===== src/rtl/hilo_muldiv_unit.sv =====
// HI/LO register pair with an iterative multiply/divide engine (MULT/MULTU/DIV/DIVU).
// Result commits WIDTH+2 edges after the start edge; start is ignored while busy, cancel aborts.
module hilo_muldiv_unit #(
  parameter int WIDTH = 32,
  parameter int CNT_W = $clog2(WIDTH + 1)
) (
  input  logic             clk,
  input  logic             rst_n,
  input  logic             start,
  input  logic [1:0]       op,
  input  logic [WIDTH-1:0] a,
  input  logic [WIDTH-1:0] b,
  input  logic             cancel,
  input  logic             wr_hi,
  input  logic             wr_lo,
  input  logic [WIDTH-1:0] wdata,
  output logic             busy,
  output logic             done,
  output logic             div_by_zero,
  output logic [WIDTH-1:0] hi,
  output logic [WIDTH-1:0] lo
);

  typedef enum logic [1:0] {S_IDLE, S_PREP, S_CALC, S_FIX} state_t;

  state_t               state_q, state_d;
  logic [CNT_W-1:0]     cnt_q, cnt_d;
  logic [1:0]           op_q, op_d;
  logic [WIDTH-1:0]     a_q, a_d;
  logic [WIDTH-1:0]     b_q, b_d;
  logic [2*WIDTH-1:0]   acc_q, acc_d;
  logic                 sa_q, sa_d, sb_q, sb_d;
  logic [WIDTH-1:0]     hi_q, hi_d, lo_q, lo_d;
  logic                 done_q, done_d, dz_q, dz_d;

  logic                 accept, commit, is_div, is_signed, dz_op;
  logic [WIDTH-1:0]     mag_a, mag_b, quo, rem;
  logic [WIDTH:0]       mul_sum, rem_sh, div_diff;
  logic [2*WIDTH-1:0]   prod;

  assign accept    = (state_q == S_IDLE) && start && !cancel;
  assign commit    = (state_q == S_FIX) && !cancel;
  assign is_div    = op_q[1];
  assign is_signed = !op_q[0];
  assign dz_op     = is_div && (b_q == '0);

  assign mag_a = (is_signed && a_q[WIDTH-1]) ? -a_q : a_q;
  assign mag_b = (is_signed && b_q[WIDTH-1]) ? -b_q : b_q;

  // Multiply: add multiplicand into the upper half when the LSB is set, then shift right.
  assign mul_sum = {1'b0, acc_q[2*WIDTH-1:WIDTH]} + {1'b0, (acc_q[0] ? b_q : {WIDTH{1'b0}})};

  // Divide: shift the next dividend bit into the partial remainder and try a subtract.
  assign rem_sh   = {acc_q[2*WIDTH-1:WIDTH], acc_q[WIDTH-1]};
  assign div_diff = rem_sh - {1'b0, b_q};

  assign prod = (sa_q ^ sb_q) ? -acc_q : acc_q;
  assign quo  = (sa_q ^ sb_q) ? -acc_q[WIDTH-1:0] : acc_q[WIDTH-1:0];
  assign rem  = sa_q ? -acc_q[2*WIDTH-1:WIDTH] : acc_q[2*WIDTH-1:WIDTH];

  // State register
  always_ff @(posedge clk or negedge rst_n) begin
    if (!rst_n) state_q <= S_IDLE;
    else        state_q <= state_d;
  end

  // Next-state logic
  always_comb begin
    state_d = state_q;
    case (state_q)
      S_IDLE:  if (accept) state_d = S_PREP;
      S_PREP:  state_d = cancel ? S_IDLE : S_CALC;
      S_CALC: begin
        if (cancel)                         state_d = S_IDLE;
        else if (cnt_q == CNT_W'(1))        state_d = S_FIX;
      end
      S_FIX:   state_d = S_IDLE;
      default: state_d = S_IDLE;
    endcase
  end

  // Output logic
  always_comb begin
    busy = (state_q != S_IDLE);
  end

  // Datapath next-state
  always_comb begin
    cnt_d  = cnt_q;
    op_d   = op_q;
    a_d    = a_q;
    b_d    = b_q;
    acc_d  = acc_q;
    sa_d   = sa_q;
    sb_d   = sb_q;
    hi_d   = hi_q;
    lo_d   = lo_q;
    done_d = commit;
    dz_d   = commit && dz_op;

    if (accept) begin
      op_d = op;
      a_d  = a;
      b_d  = b;
    end

    case (state_q)
      S_PREP: begin
        sa_d  = is_signed && a_q[WIDTH-1];
        sb_d  = is_signed && b_q[WIDTH-1];
        acc_d = {{WIDTH{1'b0}}, mag_a};
        b_d   = mag_b;
        cnt_d = CNT_W'(WIDTH);
      end
      S_CALC: begin
        cnt_d = cnt_q - CNT_W'(1);
        if (!is_div)
          acc_d = {mul_sum, acc_q[WIDTH-1:1]};
        else if (!div_diff[WIDTH])
          acc_d = {div_diff[WIDTH-1:0], acc_q[WIDTH-2:0], 1'b1};
        else
          acc_d = {rem_sh[WIDTH-1:0], acc_q[WIDTH-2:0], 1'b0};
      end
      default: ;
    endcase

    if (wr_hi) hi_d = wdata;
    if (wr_lo) lo_d = wdata;

    // The engine result takes priority over a direct write landing on the same edge.
    if (commit) begin
      if (!is_div) begin
        hi_d = prod[2*WIDTH-1:WIDTH];
        lo_d = prod[WIDTH-1:0];
      end else if (dz_op) begin
        hi_d = a_q;
        lo_d = {WIDTH{1'b1}};
      end else begin
        hi_d = rem;
        lo_d = quo;
      end
    end
  end

  always_ff @(posedge clk or negedge rst_n) begin
    if (!rst_n) begin
      cnt_q  <= '0;
      op_q   <= '0;
      a_q    <= '0;
      b_q    <= '0;
      acc_q  <= '0;
      sa_q   <= 1'b0;
      sb_q   <= 1'b0;
      hi_q   <= '0;
      lo_q   <= '0;
      done_q <= 1'b0;
      dz_q   <= 1'b0;
    end else begin
      cnt_q  <= cnt_d;
      op_q   <= op_d;
      a_q    <= a_d;
      b_q    <= b_d;
      acc_q  <= acc_d;
      sa_q   <= sa_d;
      sb_q   <= sb_d;
      hi_q   <= hi_d;
      lo_q   <= lo_d;
      done_q <= done_d;
      dz_q   <= dz_d;
    end
  end

  assign done        = done_q;
  assign div_by_zero = dz_q;
  assign hi          = hi_q;
  assign lo          = lo_q;

endmodule

===== config.mk =====
export PLATFORM = sky130hd
export DESIGN_NAME = hilo_muldiv_unit
export DESIGN_NICKNAME = d
export VERILOG_FILES = /design/src/rtl/hilo_muldiv_unit.sv
export SDC_FILE = /design/constraint.sdc
export NUM_CORES = 1
export LEC_CHECK = 0
export CAP_MARGIN = 20
export CORE_MARGIN = 2
export CORE_UTILIZATION = 50
export DETAILED_ROUTE_END_ITERATION = 12
export PLACE_DENSITY_LB_ADDON = 0.15
export SLEW_MARGIN = 20
export SYNTH_ARGS = -nofsm -noshare
export SYNTH_HDL_FRONTEND = slang
export SYNTH_SLANG_ARGS = --single-unit

===== constraint.sdc =====
create_clock -name clk -period 4.6 [get_ports clk]
set_input_delay 0.69 -clock clk [delete_from_list [all_inputs] [get_ports clk]]
set_output_delay 0.69 -clock clk [all_outputs]
set_load 0.005 [all_outputs]

==> results of run 1 <==
cell type report:
class	count	area share, %
Antenna cell	1	0.01246
Multi-Input combinational cell	1666	54.96
Clock buffer	32	3.395
Sequential cell	206	25.68
Clock inverter	13	0.7974
Timing Repair Buffer	224	10.59
Tap cell	448	2.791
Inverter	95	1.775
synthesized netlist by cell type (24+ instances only):
library cell  instances  share of area (%)
nor2_1              166                3.6
a21o_1               24                1.1
o211ai_1             58                2.5
a31oi_1              26               0.95
dfrtp_1             206                 30
nand2_1             180                3.9
o21ai_0             178                5.2
mux2i_1              70                4.1
o22ai_1              24               0.88
inv_1                95                2.1
ha_1                 75                5.5
o31ai_1              24                1.1
nor3_1               53                1.5
a22oi_1              28                1.2
xnor2_1             103                5.3
a21oi_1             200                5.8
nand3_1              50                1.5
xor2_1               60                3.1
mux2_2               46                3.0
clkbuf_1            119                2.6
routing by layer:
metal | track usage [%] | vias up | part of all wire (%)
met5 | 0 | - | 0
met4 | 9.014 | 0 | 3.0
met3 | 7.488 | 130 | 11
met2 | 50.93 | 933 | 42
met1 | 50.12 | 8163 | 44
li1 | - | 7907 | -
power by group:
part           switching (mW)  total [mW]  internal, mW
clock network           0.871        2.09          1.22
registers                1.06        3.59          2.53
logic                    4.91        8.14          3.23
layout by cell type (no fill, tap or decap), drive strengths merged, types with 32 or more instances in the layout:
| master | count |
|---|---|
| dfrtp | 206 |
| a21oi | 201 |
| o21ai | 189 |
| nand2 | 182 |
| clkdlybuf4s50 | 167 |
| nor2 | 167 |
| xnor2 | 104 |
| inv | 96 |
| ha | 75 |
| mux2i | 70 |
| xor2 | 61 |
| o211ai | 58 |
| buf | 57 |
| nor3 | 56 |
| nand3 | 51 |
| mux2 | 46 |
| clkbuf | 32 |
state kept, by name, indices dropped and copies added, names as in the netlist:
name         count
sb_q             1
b_q             32
acc_q           64
op_q             2
sa_q             1
a_q             32
lo              32
div_by_zero      1
state_q          2
done             1
cnt_q            6
hi              32
final timing paths:
path | startpoint | endpoint | slack (ns) | depth (start not counted)
max reg2reg | acc_q[0]$_DFFE_PN0P_ | acc_q[59]$_DFFE_PN0P_ | 0.82 | 15
min in group clk | b_q[29]$_DFFE_PN0P_ | b_q[29]$_DFFE_PN0P_ | 0.52 | 1
min reg2reg | b_q[29]$_DFFE_PN0P_ | b_q[29]$_DFFE_PN0P_ | 0.52 | 1
min | rst_n | acc_q[44]$_DFFE_PN0P_ | 0.18 | 1
max in group asynchronous | rst_n | hi[20]$_DFFE_PN0P_ | 3.32 | 2
max | acc_q[0]$_DFFE_PN0P_ | acc_q[59]$_DFFE_PN0P_ | 0.82 | 15
cell families (layout without fill, tap and decap cells):
group,Yosys count,after routing,synth area share [%]
flops,206,206,30.11
compound gates,705,705,25.87
xor+xnor,165,165,8.528
other cells,0,1,0
simple gates,603,603,17.01
mux,116,116,7.118
buf+inv,246,364,5.656
fa+ha+maj,77,77,5.715
==> results_dict.tcl, run 1 <==
set metrics [dict create \
    path_clk_slew_ns 0.07 \
    ios 171 \
    syn_avg_cell_area_um2 8.084 \
    synthFlopType "dfrtp_1" \
    worstPathCellList "inv_1, nor2_1, ha_1, inv_1, fa_1, nor2b_1, o31a_1, a41oi_1, o41ai_1, buf_4, a31oi_1, nand2b_1, a21oi_1, xnor2_1, a211o_1" \
    dp_hpwl_mm 46.55 \
    wl_mm 61.80 \
    worst-path-max-fanout 15 \
    place_area_um2 19240 \
    final_cells 2685 \
    dp.cells 2639 \
    max_slew_margin_pct 23.78 \
    fmax_ghz 0.2645 \
    seqCellArea_um2 5159 \
    fin_crit_ns 3.781 \
    path_class "reg -> reg" \
    p_per_area_nw_per_um2 687.8 \
    synth_area_um2 17120 \
    yosysSeqAreaShare_pct 30.11 \
    grt_pass1_vias 16122 \
    slew_viol_final 0 \
    grt_usage_pct 34.23 \
    outcome "finished, final reports clean" \
    port_buffers 170 \
    area_growth_pct 17.31 \
    die_x_um 189.1 \
    cts_setup_buffers 0 \
    wl_per_cell_um 23.02 \
    tightest_slew_ns 1.139 \
    critPathMostFrequentCell "inv_1" \
    fin_util_pct 59.75 \
    htreeDepth 1 \
    hold_class "in -> async" \
    place_congestion 1.015 \
    die_h_um 189.1 \
    final_cell_area_um2 20090 \
    multi_input_area_um2 11040 \
    power_mw 13.81 \
    drv_cap 0 \
    synth.distinct_cells 88 \
    initial_core_util_pct 50.93 \
    cts_tree "done" \
    cts.sink_count 206 \
    dp_slack_ns 0.9360 \
    worstSetupEndpointType "flip-flop" \
    finalHoldViolations 0 \
    drt-initial-drc-count 1933 \
    clock_latency_ns 0.57 \
    cp_num_buf_inv 3 \
    post-route-period-util_pct 82.19 \
    leakage_nw 8.606 \
    crit_slowest_cell "dfrtp_1" \
    cts_root_buf "clkbuf_16" \
    cts_hold_buf 0 \
    max_stage_delay_ns 0.51 \
    vdd_drop_max_uv 517.0 \
    num-nets-final 2399 \
    setup_viol 0 \
    vias 17133 \
    cp.required_ns 5.06 \
    cts-buffers-inserted 25 \
    finalClockSkew_ns 0.03112 \
    whs_ns 0.1803 \
    firstDrtPassIters 6 \
    grt_pass1_wl_mm 95.50 \
    antenna_found_initial 1 \
    yosys_warnings 0 \
    viasPerCell 6.381 \
    synthArstFlopShare_pct 100.0 \
    syn_nets 2299 \
    setup_tns_ns 0 \
    ant_nets 0 \
    ys_ff_latch 206 \
    worst_slack_ns 0.8195 \
    num_rows 67 \
    cts_resized 0 \
    design.die.area_um2 35740 \
    coreArea_um2 33620 \
    drive_gt1_share_pct 8.363 \
    globalRouteOverflowTotal 0 \
    nFillCells 3023 \
    synth_cells 2118 \
    clock_path_buffers 3 \
    setup.worst_path.start_class "flip-flop" \
    cp.arrival_ns 4.24 \
    rsz0062_at_grt "false" \
    crit_family "compound AO/OA/AOI/OAI gates" \
    synth_enable_flop_cells 0 \
    drcViolationCount 0 \
    grt_max_degree 93 \
]
No activity file was read; power rests on OpenSTA's default activity.
==> run 2, diff against run 1 <==
==> constraint.sdc (replaced) <==
create_clock -name clk -period 3.3 [get_ports clk]
set_input_delay 0.495 -clock clk [delete_from_list [all_inputs] [get_ports clk]]
set_output_delay 0.495 -clock clk [all_outputs]
set_load 0.005 [all_outputs]
==> run 2 against run 1 <==
Compared with the run above:
- the run now ends with setup timing left
- clock power up 29%
- core utilization up 3.4 points
- worst hold slack better by 0.34 ns
- first-iteration DRC count down 7.7%
- clock skew down 0.012 ns
- register-to-register slack worse by 0.82 ns
- die area unchanged
- via count up 3.5%
- cell area up 5.7%
==> results_dict.tcl, run 2 (synthesized netlist as in run 1, its figures left out) <==
set metrics [dict create \
    setup.worst_path.start_class "flip-flop" \
    place_congestion 0.9991 \
    ant_nets 0 \
    leakage_nw 9.231 \
    num_rows 67 \
    cp.required_ns 3.72 \
    dp_slack_ns -0.04934 \
    tightest_slew_ns 1.011 \
    dp.cells 2748 \
    crit_end "acc_q[57]$_DFFE_PN0P_" \
    cts_root_buf "clkbuf_16" \
    slew_viol_final 0 \
    grt_pass1_vias 16629 \
    final_cells 2805 \
    worstSetupEndpointType "flip-flop" \
    die_x_um 189.1 \
    cts-buffers-inserted 25 \
    globalRouteOverflowTotal 0 \
    cts_tree "done" \
    vias 17725 \
    drcViolationCount 0 \
    ios 171 \
    drive_gt1_share_pct 14.59 \
    path_clk_slew_ns 0.06 \
    diodes 0 \
    worst-path-max-fanout 4 \
    finalClockSkew_ns 0.01958 \
    dp_hpwl_mm 48.08 \
    clock_latency_ns 0.57 \
    vdd_drop_max_uv 874.9 \
    failed_checks "setup timing" \
    grt_pass1_wl_mm 97.40 \
    port_buffers 170 \
    cts.sink_count 206 \
    place_area_um2 20130 \
    power_mw 20.15 \
    viasPerCell 6.319 \
    drt-initial-drc-count 1785 \
    grt_max_degree 81 \
    coreArea_um2 33620 \
    area_growth_pct 23.99 \
    worst_slack_ns -0.001151 \
    final_common_cell "dfrtp_1" \
    final_cell_mix "dfrtp_1 (205), a21oi_1 (194), nand2_1 (180), o21ai_0 (176), clkdlybuf4s50_1 (167)" \
    post-route-period-util_pct 100.0 \
    firstDrtPassIters 5 \
    whs_ns 0.5204 \
    reg2reg_depth 11 \
    cp.arrival_ns 3.72 \
    drv_cap 0 \
    timing.rr.start "b_q[1]$_DFFE_PN0P_" \
    num-nets-final 2521 \
    setup_viol 1 \
    outcome "finished with violations" \
    fmax_ghz 0.3029 \
    fin_crit_ns 3.301 \
    wl_per_cell_um 22.46 \
    wl_mm 62.99 \
    design.die.area_um2 35740 \
    path_class "reg -> reg" \
    max_slew_margin_pct 32.59 \
    antenna_found_initial 0 \
    die_h_um 189.1 \
    largest_register_ffs 64 \
    p_per_area_nw_per_um2 949.2 \
    finalHoldViolations 0 \
    htreeDepth 1 \
    final_cell_area_um2 21230 \
    r2r_slack_ns -0.001 \
    reg2reg_to "acc_q[57]$_DFFE_PN0P_" \
    initial_core_util_pct 50.93 \
    top_register "acc_q" \
    grt_usage_pct 34.66 \
    clock_path_buffers 3 \
    hold_class "in -> async" \
    worstSetupStartpoint "b_q[1]$_DFFE_PN0P_" \
]
==> run 2: power by group <==
group	switching, mW	internal, mW	leakage (nW)
logic	7.34	5.31	6.35
registers	1.28	3.52	2.50
clock network	1.21	1.50	0.384
total	9.82	10.3	9.23
==> run 2: per-stage QoR <==
step	utilization (%)	TNS [ns]
after global placement	59.88	0
after detailed placement	59.88	-0.04934
after CTS	62.25	-0.006001
after global routing	63.15	-0.009992
after floorplan	-	0
final	63.15	-0.001151
==> run 2: timing repair <==
| action | 4_1_cts | 5_1_grt |
|---|---|---|
| pin swaps | 0 | 13 |
| cloned | 0 | 1 |
| hold buffers | 1 | 0 |
| setup endpoints to repair | 3 | 42 |
| buffers inserted | 0 | 11 |
| gates resized for setup | 2 | 44 |
| hold endpoints to repair | 65 | 0 |
==> run 2: layer usage <==
| metal | vias up | GRT usage (%) | part of all wire, % |
|---|---|---|---|
| met5 | - | 0 | 0 |
| met4 | 0 | 6.701 | 1.9 |
| met1 | 8612 | 51.53 | 45 |
| met3 | 95 | 6.747 | 10 |
| li1 | 8161 | - | - |
| met2 | 857 | 52.40 | 43 |
==> run 2: area by class of cell <==
class	instances	area, um^2
inverter	95	359.1
fill	2996	12390
multi-input combinational	1666	11230
clock inverter	11	86.33
clock buffer	33	695.7
timing repair buffer	346	3137
sequential	206	5159
tap	448	560.5
==> run 2: worst min path at each step <==
stage	end	start
after floorplan	a_q[0]$_DFFE_PN0P_	rst_n
after global placement	b_q[29]$_DFFE_PN0P_	b_q[29]$_DFFE_PN0P_
after detailed placement	b_q[29]$_DFFE_PN0P_	b_q[29]$_DFFE_PN0P_
after CTS	b_q[0]$_DFFE_PN0P_	b[0]
after global routing	a_q[27]$_DFFE_PN0P_	a[27]
final	b_q[17]$_DFFE_PN0P_	rst_n
==> run 2: worst max-delay path: stages, from the launching register on <==
cell      delay, ns
dfrtp_1        0.51
inv_1          0.21
ha_1           0.32
nor2b_1        0.14
o31ai_1        0.47
a311o_1        0.33
nand3b_1       0.21
nand2_1        0.19
or2_2          0.15
a31oi_1        0.10
xnor2_1        0.18
o31ai_1        0.33
